**src/rtl/peripheral_msi_decoder_wb.sv**
```systemverilog
// peripheral_msi_decoder_wb
// Single-master to NUM_SLAVES Wishbone address decoder/router. The master address
// is decoded once at the start of a cycle; the chosen slave then stays locked
// for the rest of that cycle, including bursts. Unmapped accesses and slaves
// that never respond finish with a bus error. The master is held in DRAIN until
// it releases cyc.
module peripheral_msi_decoder_wb #(
  parameter int NUM_SLAVES = 4,
  parameter int AW         = 32,
  parameter int DW         = 32,
  parameter logic [NUM_SLAVES*AW-1:0] MATCH_ADDR = {32'h0000_0300, 32'h0000_0200,
                                                   32'h0000_0100, 32'h0000_0000},
  parameter logic [NUM_SLAVES*AW-1:0] MATCH_MASK = {NUM_SLAVES{32'hFFFF_FF00}},
  parameter int TIMEOUT    = 255
) (
  input  logic                     wb_clk_i,
  input  logic                     wb_rst_i,
  input  logic [AW-1:0]            wbm_adr_i,
  input  logic [DW-1:0]            wbm_dat_i,
  input  logic [DW/8-1:0]          wbm_sel_i,
  input  logic                     wbm_we_i,
  input  logic                     wbm_cyc_i,
  input  logic                     wbm_stb_i,
  input  logic [2:0]               wbm_cti_i,
  input  logic [1:0]               wbm_bte_i,
  output logic [DW-1:0]            wbm_dat_o,
  output logic                     wbm_ack_o,
  output logic                     wbm_err_o,
  output logic                     wbm_rty_o,
  output logic [NUM_SLAVES*AW-1:0] wbs_adr_o,
  output logic [NUM_SLAVES*DW-1:0] wbs_dat_o,
  output logic [NUM_SLAVES*DW/8-1:0] wbs_sel_o,
  output logic [NUM_SLAVES-1:0]    wbs_we_o,
  output logic [NUM_SLAVES*3-1:0]  wbs_cti_o,
  output logic [NUM_SLAVES*2-1:0]  wbs_bte_o,
  output logic [NUM_SLAVES-1:0]    wbs_cyc_o,
  output logic [NUM_SLAVES-1:0]    wbs_stb_o,
  input  logic [NUM_SLAVES*DW-1:0] wbs_dat_i,
  input  logic [NUM_SLAVES-1:0]    wbs_ack_i,
  input  logic [NUM_SLAVES-1:0]    wbs_err_i,
  input  logic [NUM_SLAVES-1:0]    wbs_rty_i,
  output logic                     decode_err_o,
  output logic                     timeout_o
);

  localparam int CW = $clog2(TIMEOUT + 1);
  localparam int SW = (NUM_SLAVES > 1) ? $clog2(NUM_SLAVES) : 1;
  // The counter holds the number of silent cycles already seen. The abort
  // therefore fires in the TIMEOUT-th silent cycle.
  localparam logic [CW-1:0] TO_LAST = CW'(TIMEOUT - 1);

  typedef enum logic [1:0] {
    IDLE  = 2'd0,
    BUSY  = 2'd1,
    ERR   = 2'd2,
    DRAIN = 2'd3
  } state_t;

  state_t        state_r, state_s;
  logic [SW-1:0] sel_r;
  logic [SW-1:0] dec_idx_s;
  logic          hit_s;
  logic [CW-1:0] cnt_r;
  logic          sel_ack_s, sel_err_s, sel_rty_s, resp_s, timeout_s;

  // Address, data and qualifiers are broadcast. Only cyc/stb are routed.
  assign wbs_adr_o = {NUM_SLAVES{wbm_adr_i}};
  assign wbs_dat_o = {NUM_SLAVES{wbm_dat_i}};
  assign wbs_sel_o = {NUM_SLAVES{wbm_sel_i}};
  assign wbs_we_o  = {NUM_SLAVES{wbm_we_i}};
  assign wbs_cti_o = {NUM_SLAVES{wbm_cti_i}};
  assign wbs_bte_o = {NUM_SLAVES{wbm_bte_i}};

  assign sel_ack_s = wbs_ack_i[sel_r];
  assign sel_err_s = wbs_err_i[sel_r];
  assign sel_rty_s = wbs_rty_i[sel_r];
  assign resp_s    = sel_ack_s | sel_err_s | sel_rty_s;
  // A response that arrives in the expiring cycle takes priority over the abort.
  assign timeout_s = (state_r == BUSY) & wbm_cyc_i & wbm_stb_i & ~resp_s & (cnt_r == TO_LAST);

  // Address window decode: scanning downwards lets the lowest matching index win.
  always_comb begin
    hit_s     = 1'b0;
    dec_idx_s = '0;
    for (int i = NUM_SLAVES - 1; i >= 0; i--) begin
      if ((wbm_adr_i & MATCH_MASK[i*AW +: AW]) == (MATCH_ADDR[i*AW +: AW] & MATCH_MASK[i*AW +: AW])) begin
        hit_s     = 1'b1;
        dec_idx_s = SW'(i);
      end else begin
        hit_s     = hit_s;
      end
    end
  end

  // Next-state logic plus the routing of cyc/stb and master responses.
  always_comb begin
    state_s      = state_r;
    wbs_cyc_o    = '0;
    wbs_stb_o    = '0;
    wbm_ack_o    = 1'b0;
    wbm_err_o    = 1'b0;
    wbm_rty_o    = 1'b0;
    wbm_dat_o    = '0;
    decode_err_o = 1'b0;
    timeout_o    = 1'b0;
    case (state_r)
      IDLE: begin
        if (wbm_cyc_i && wbm_stb_i) begin
          if (hit_s) begin
            state_s = BUSY;
          end else begin
            state_s = ERR;
          end
        end else begin
          state_s = IDLE;
        end
      end
      BUSY: begin
        if (!wbm_cyc_i) begin
          state_s = IDLE;
        end else if (timeout_s) begin
          wbm_err_o = 1'b1;
          timeout_o = 1'b1;
          state_s   = DRAIN;
        end else begin
          wbs_cyc_o[sel_r] = 1'b1;
          wbs_stb_o[sel_r] = wbm_stb_i;
          wbm_ack_o        = sel_ack_s;
          wbm_err_o        = sel_err_s;
          wbm_rty_o        = sel_rty_s;
          wbm_dat_o        = wbs_dat_i[sel_r*DW +: DW];
        end
      end
      ERR: begin
        wbm_err_o    = 1'b1;
        decode_err_o = 1'b1;
        if (wbm_cyc_i) begin
          state_s = DRAIN;
        end else begin
          state_s = IDLE;
        end
      end
      DRAIN: begin
        if (!wbm_cyc_i) begin
          state_s = IDLE;
        end else begin
          state_s = DRAIN;
        end
      end
      default: begin
        state_s = IDLE;
      end
    endcase
  end

  // State, locked slave selection and the no-response watchdog counter.
  always_ff @(posedge wb_clk_i) begin
    if (wb_rst_i) begin
      state_r <= IDLE;
      sel_r   <= '0;
      cnt_r   <= '0;
    end else begin
      state_r <= state_s;
      if ((state_r == IDLE) && wbm_cyc_i && wbm_stb_i && hit_s) begin
        sel_r <= dec_idx_s;
      end else begin
        sel_r <= sel_r;
      end
      if ((state_r != BUSY) || !wbm_stb_i || resp_s) begin
        cnt_r <= '0;
      end else begin
        cnt_r <= cnt_r + CW'(1);
      end
    end
  end

endmodule

```
**config.mk**
```make
export PLATFORM = sky130hd
export DESIGN_NAME = peripheral_msi_decoder_wb
export DESIGN_NICKNAME = d
export VERILOG_FILES = /design/src/rtl/peripheral_msi_decoder_wb.sv
export SDC_FILE = /design/constraint.sdc
export NUM_CORES = 1
export LEC_CHECK = 0
export BUFFER_PORTS_ARGS = -buffer_cell sky130_fd_sc_hd__buf_2
export CORE_AREA = 2 2 215 217
export CTS_CLUSTER_SIZE = 14
export DETAILED_ROUTE_END_ITERATION = 6
export DIE_AREA = 0 0 217 219
export HOLD_SLACK_MARGIN = 0.12
export MAX_ROUTING_LAYER = met4
export SLEW_MARGIN = 20
export SYNTH_ARGS = -nofsm -noshare
export SYNTH_HDL_FRONTEND = slang
export SYNTH_SLANG_ARGS = --single-unit
```
**constraint.sdc**
```tcl
create_clock -name wb_clk_i -period 2.5 [get_ports wb_clk_i]
set_input_delay 0.125 -clock wb_clk_i [delete_from_list [all_inputs] [get_ports wb_clk_i]]
set_output_delay 0.125 -clock wb_clk_i [all_outputs]
set_load 0.1 [all_outputs]
```
==> flow_summary.yaml <==
hold_path:
  min_path_cells: 2
  whs_endpoint: "state_r[0]"
  hold_start: "wb_rst_i"
  hold_class: "primary input to flip-flop"
cts:
  cts_tree: "built"
  ctsHtreeMaxLevel: 1
  clk_path_buf_depth: 2
  postCtsHoldBufs: 0
  cts_buffers: 3
  worstSkewPairLatency_ns: 0.24
  clk_pin_slew_ns: 0.04
  clockRootBuffer: "clkbuf_16"
  cts.sinks: 12
floorplanning:
  die_h_um: 219
  dieArea_sq_um: 47520
  core_area_sq_um: 45090
  die_w_um: 217
  row_count: 78
  ios: 559
  initial_utilization: 0.09191
final_layout:
  antenna_cells: 0
  nNetsFinal: 718
  final_cells: 1094
  drive_above_1_share: 0.8178
  seqCellArea_sq_um: 245.2
  area_delta_synth_final_pct: 18.51
  utilization: 0.1089
  multiInputGateArea_sq_um: 1625
  fill_cells: 5180
sta:
  hold_viol: 0
  report.final.slew_viol_count: 0
  setup_tns_ns: 0
  rsz0062_at_grt: "no"
  fin_hold_ws_ns: 0.1659
  slew_headroom: 0.5638
  fin_crit_ns: 2.408
  fmax_ghz: 0.4152
  finClkSkew_ns: 0.001679
  period_share: 0.9633
  finalSetupViolations: 0
  worstMarginPinSlew_ns: 0.6518
grt:
  grt.total_usage: 0.05407
  grt_start_max_net_pins: 30
  antenna_found_initial: 0
  grt_use_met3: 0.02495
  grt_pass1_wl_um: 18790
  use_met2: 0.08616
  busiest_layer: "met2"
  grt_pass1_vias: 3000
  grtUsageMet1: 0.05647
  grt_overflow: 0
critical_path:
  path_common_cell: "buf_12"
  rr_endpoint: "state_r[0]"
  timing.rr.start: "sel_r[0]"
  critPathRequiredTime_ns: 2.38
  r2r_cells: 6
  start_kind: "flip-flop"
  cpMaxStageDelayCell: "mux4_2"
  crit_arrival_ns: 2.28
  endpoint_kind: "output port"
  slowest_delay_ns: 0.55
  crit_chain: "mux4_2 > nor4_4 > buf_4 > a21oi_4 > buf_12 > buf_6 > and2_4 > buf_12"
  worst-path-max-fanout: 8
  path_class: "flip-flop to output port"
  r2r_slack_ns: 0.54
route:
  first_pass_iters: 4
  avgRoutedWirePerCell_um: 12.97
  drt_iter0_markers: 71
  route.detailed.drc: 0
  ant_nets: 0
  viasPerCell: 2.828
  vias: 3094
  routed_wl_um: 14180
power_and_ir_drop:
  leakage_nw: 2.068
  ir_drop_mv: 0.2119
  powerDensity_nw_per_um2: 325.0
job:
  max_cap_viol_count: 0
outcome:
  outcome: "finished, final reports clean"
logic_synthesis:
  synth_area_sq_um: 4144
  ys_seq_elements: 12
  yosysSeqAreaShare: 0.05797
  synth_warnings: 0
  synth_area_leaders: "buf_4, mux4_2, and2_4"
  yosysTopAreaCell: "buf_4"
  syn_nets: 697
  synth.top_cell.area_share: 0.5362
  syn_inst: 474
  synth_cell_types: 32
  syn_avg_cell_area_sq_um: 8.743
placed_design:
  dp.cells: 1081
  dpl.hpwl_um: 12200
  place_congestion: 0.7065
  port_buffers: 308
## metrics by stage
step / setup slack (ns) / power, mW / area (sq um)
2_1_floorplan: -0.8350 / 2.602 / 4165
3_3_place_gp: 0.1019 / 1.266 / 4692
3_5_place_dp: 0.02631 / 1.274 / 4692
4_1_cts: 0.004319 / 1.607 / 4866
5_1_grt: 0.009297 / 1.638 / 4911
6_report: 0.09173 / 1.596 / 4911
## flip-flops by register name, indices dropped and copies added, names as in the netlist
name / count
state_r: 2
cnt_r: 8
sel_r: 2
## layer usage
metal,routed length [um],vias up
met5,0,-
met4,531,0
met3,2039,53
met2,6640,322
met1,4973,1397
li1,-,1322
## worst max-delay path: cells and delay by family, from the launching register on
kind                   cells  cell delay, ns
muxes                      1            0.55
and+or+nand+nor            2            0.42
AOI/OAI and AO/OA          1            0.05
DFF                        1            0.38
buffers and inverters      4            0.62
## kinds of logic after synthesis
kind of cell / after synthesis / share of synthesized area
buffers and inverters: 316 / 0.5625
and+or+nand+nor: 88 / 0.1410
muxes: 36 / 0.1926
DFF: 12 / 0.05797
AOI/OAI and AO/OA: 11 / 0.01812
xor gates and xnor gates: 6 / 0.01268
adders and majority gates: 5 / 0.01510
## cells in the final DEF (no fill, tap or decap), drive strengths merged, types with 6 or more instances in the layout
| cell | count |
|---|---|
| and2 | 32 |
| buf | 325 |
| dfxtp | 12 |
| inv | 6 |
| mux4 | 35 |
| nand2 | 6 |
| nand3 | 7 |
| nor2 | 14 |
| nor3 | 6 |
| nor4 | 6 |
## cell usage after synthesis
library cell and number:
buf_4 296, mux4_2 35, and2_4 30, nor2_1 14
dfxtp_1 12, clkbuf_1 7, nand3_1 7, inv_1 6
nand2_1 6, nor3_1 6, and3_1 5, ha_1 5
nor4_1 5, buf_6 4, xnor2_1 4, buf_2 3
nand2b_1 3, nand4_1 3, nor4b_1 3, o21ai_0 3
a211oi_1 2, a21oi_1 2, and2_1 2, nor2b_1 2
xor2_1 2, a21o_1 1, a21oi_2 1, a221o_1 1
a311oi_1 1, and4_1 1, mux2i_1 1, nor4_4 1
## where the power goes
part / leakage, nW / internal [mW] / switching, mW
registers: 0.0982 / 0.193 / 0.00166
clock network: 0.0442 / 0.241 / 0.0770
logic: 1.93 / 0.246 / 0.838
total: 2.07 / 0.680 / 0.916
## layout make-up
| cell class | count | share of cell area |
|---|---|---|
| well taps | 600 | 0.1529 |
| inverters | 6 | 0.004586 |
| clock buffers | 4 | 0.01809 |
| repair buffers | 325 | 0.4436 |
| flip-flops and latches | 12 | 0.04994 |
| multi-input cells | 147 | 0.3310 |
## how the worst max path moves through the flow
| stage | startpoint | end | slack, ns | depth (start not counted) |
|---|---|---|---|---|
| final | sel_r[0] | wbm_dat_o[4] | 0.09 | 8 |
| after global routing | sel_r[0] | wbm_dat_o[4] | 0.009 | 8 |
| after CTS | sel_r[0] | wbs_cyc_o[1] | 0.004 | 7 |
| after detailed placement | sel_r[0] | wbs_cyc_o[2] | 0.03 | 5 |
| after global placement | sel_r[0] | wbs_cyc_o[3] | 0.10 | 5 |
| after floorplan | sel_r[0] | wbs_stb_o[2] | -0.84 | 5 |
## what timing repair did
action	in CTS	in global routing
buffers inserted	6	2
cloned	1	0
gates resized for setup	6	13
pin swaps	2	1
setup endpoints to repair	40	23
Note: power is estimated with default switching activity, not from simulation.
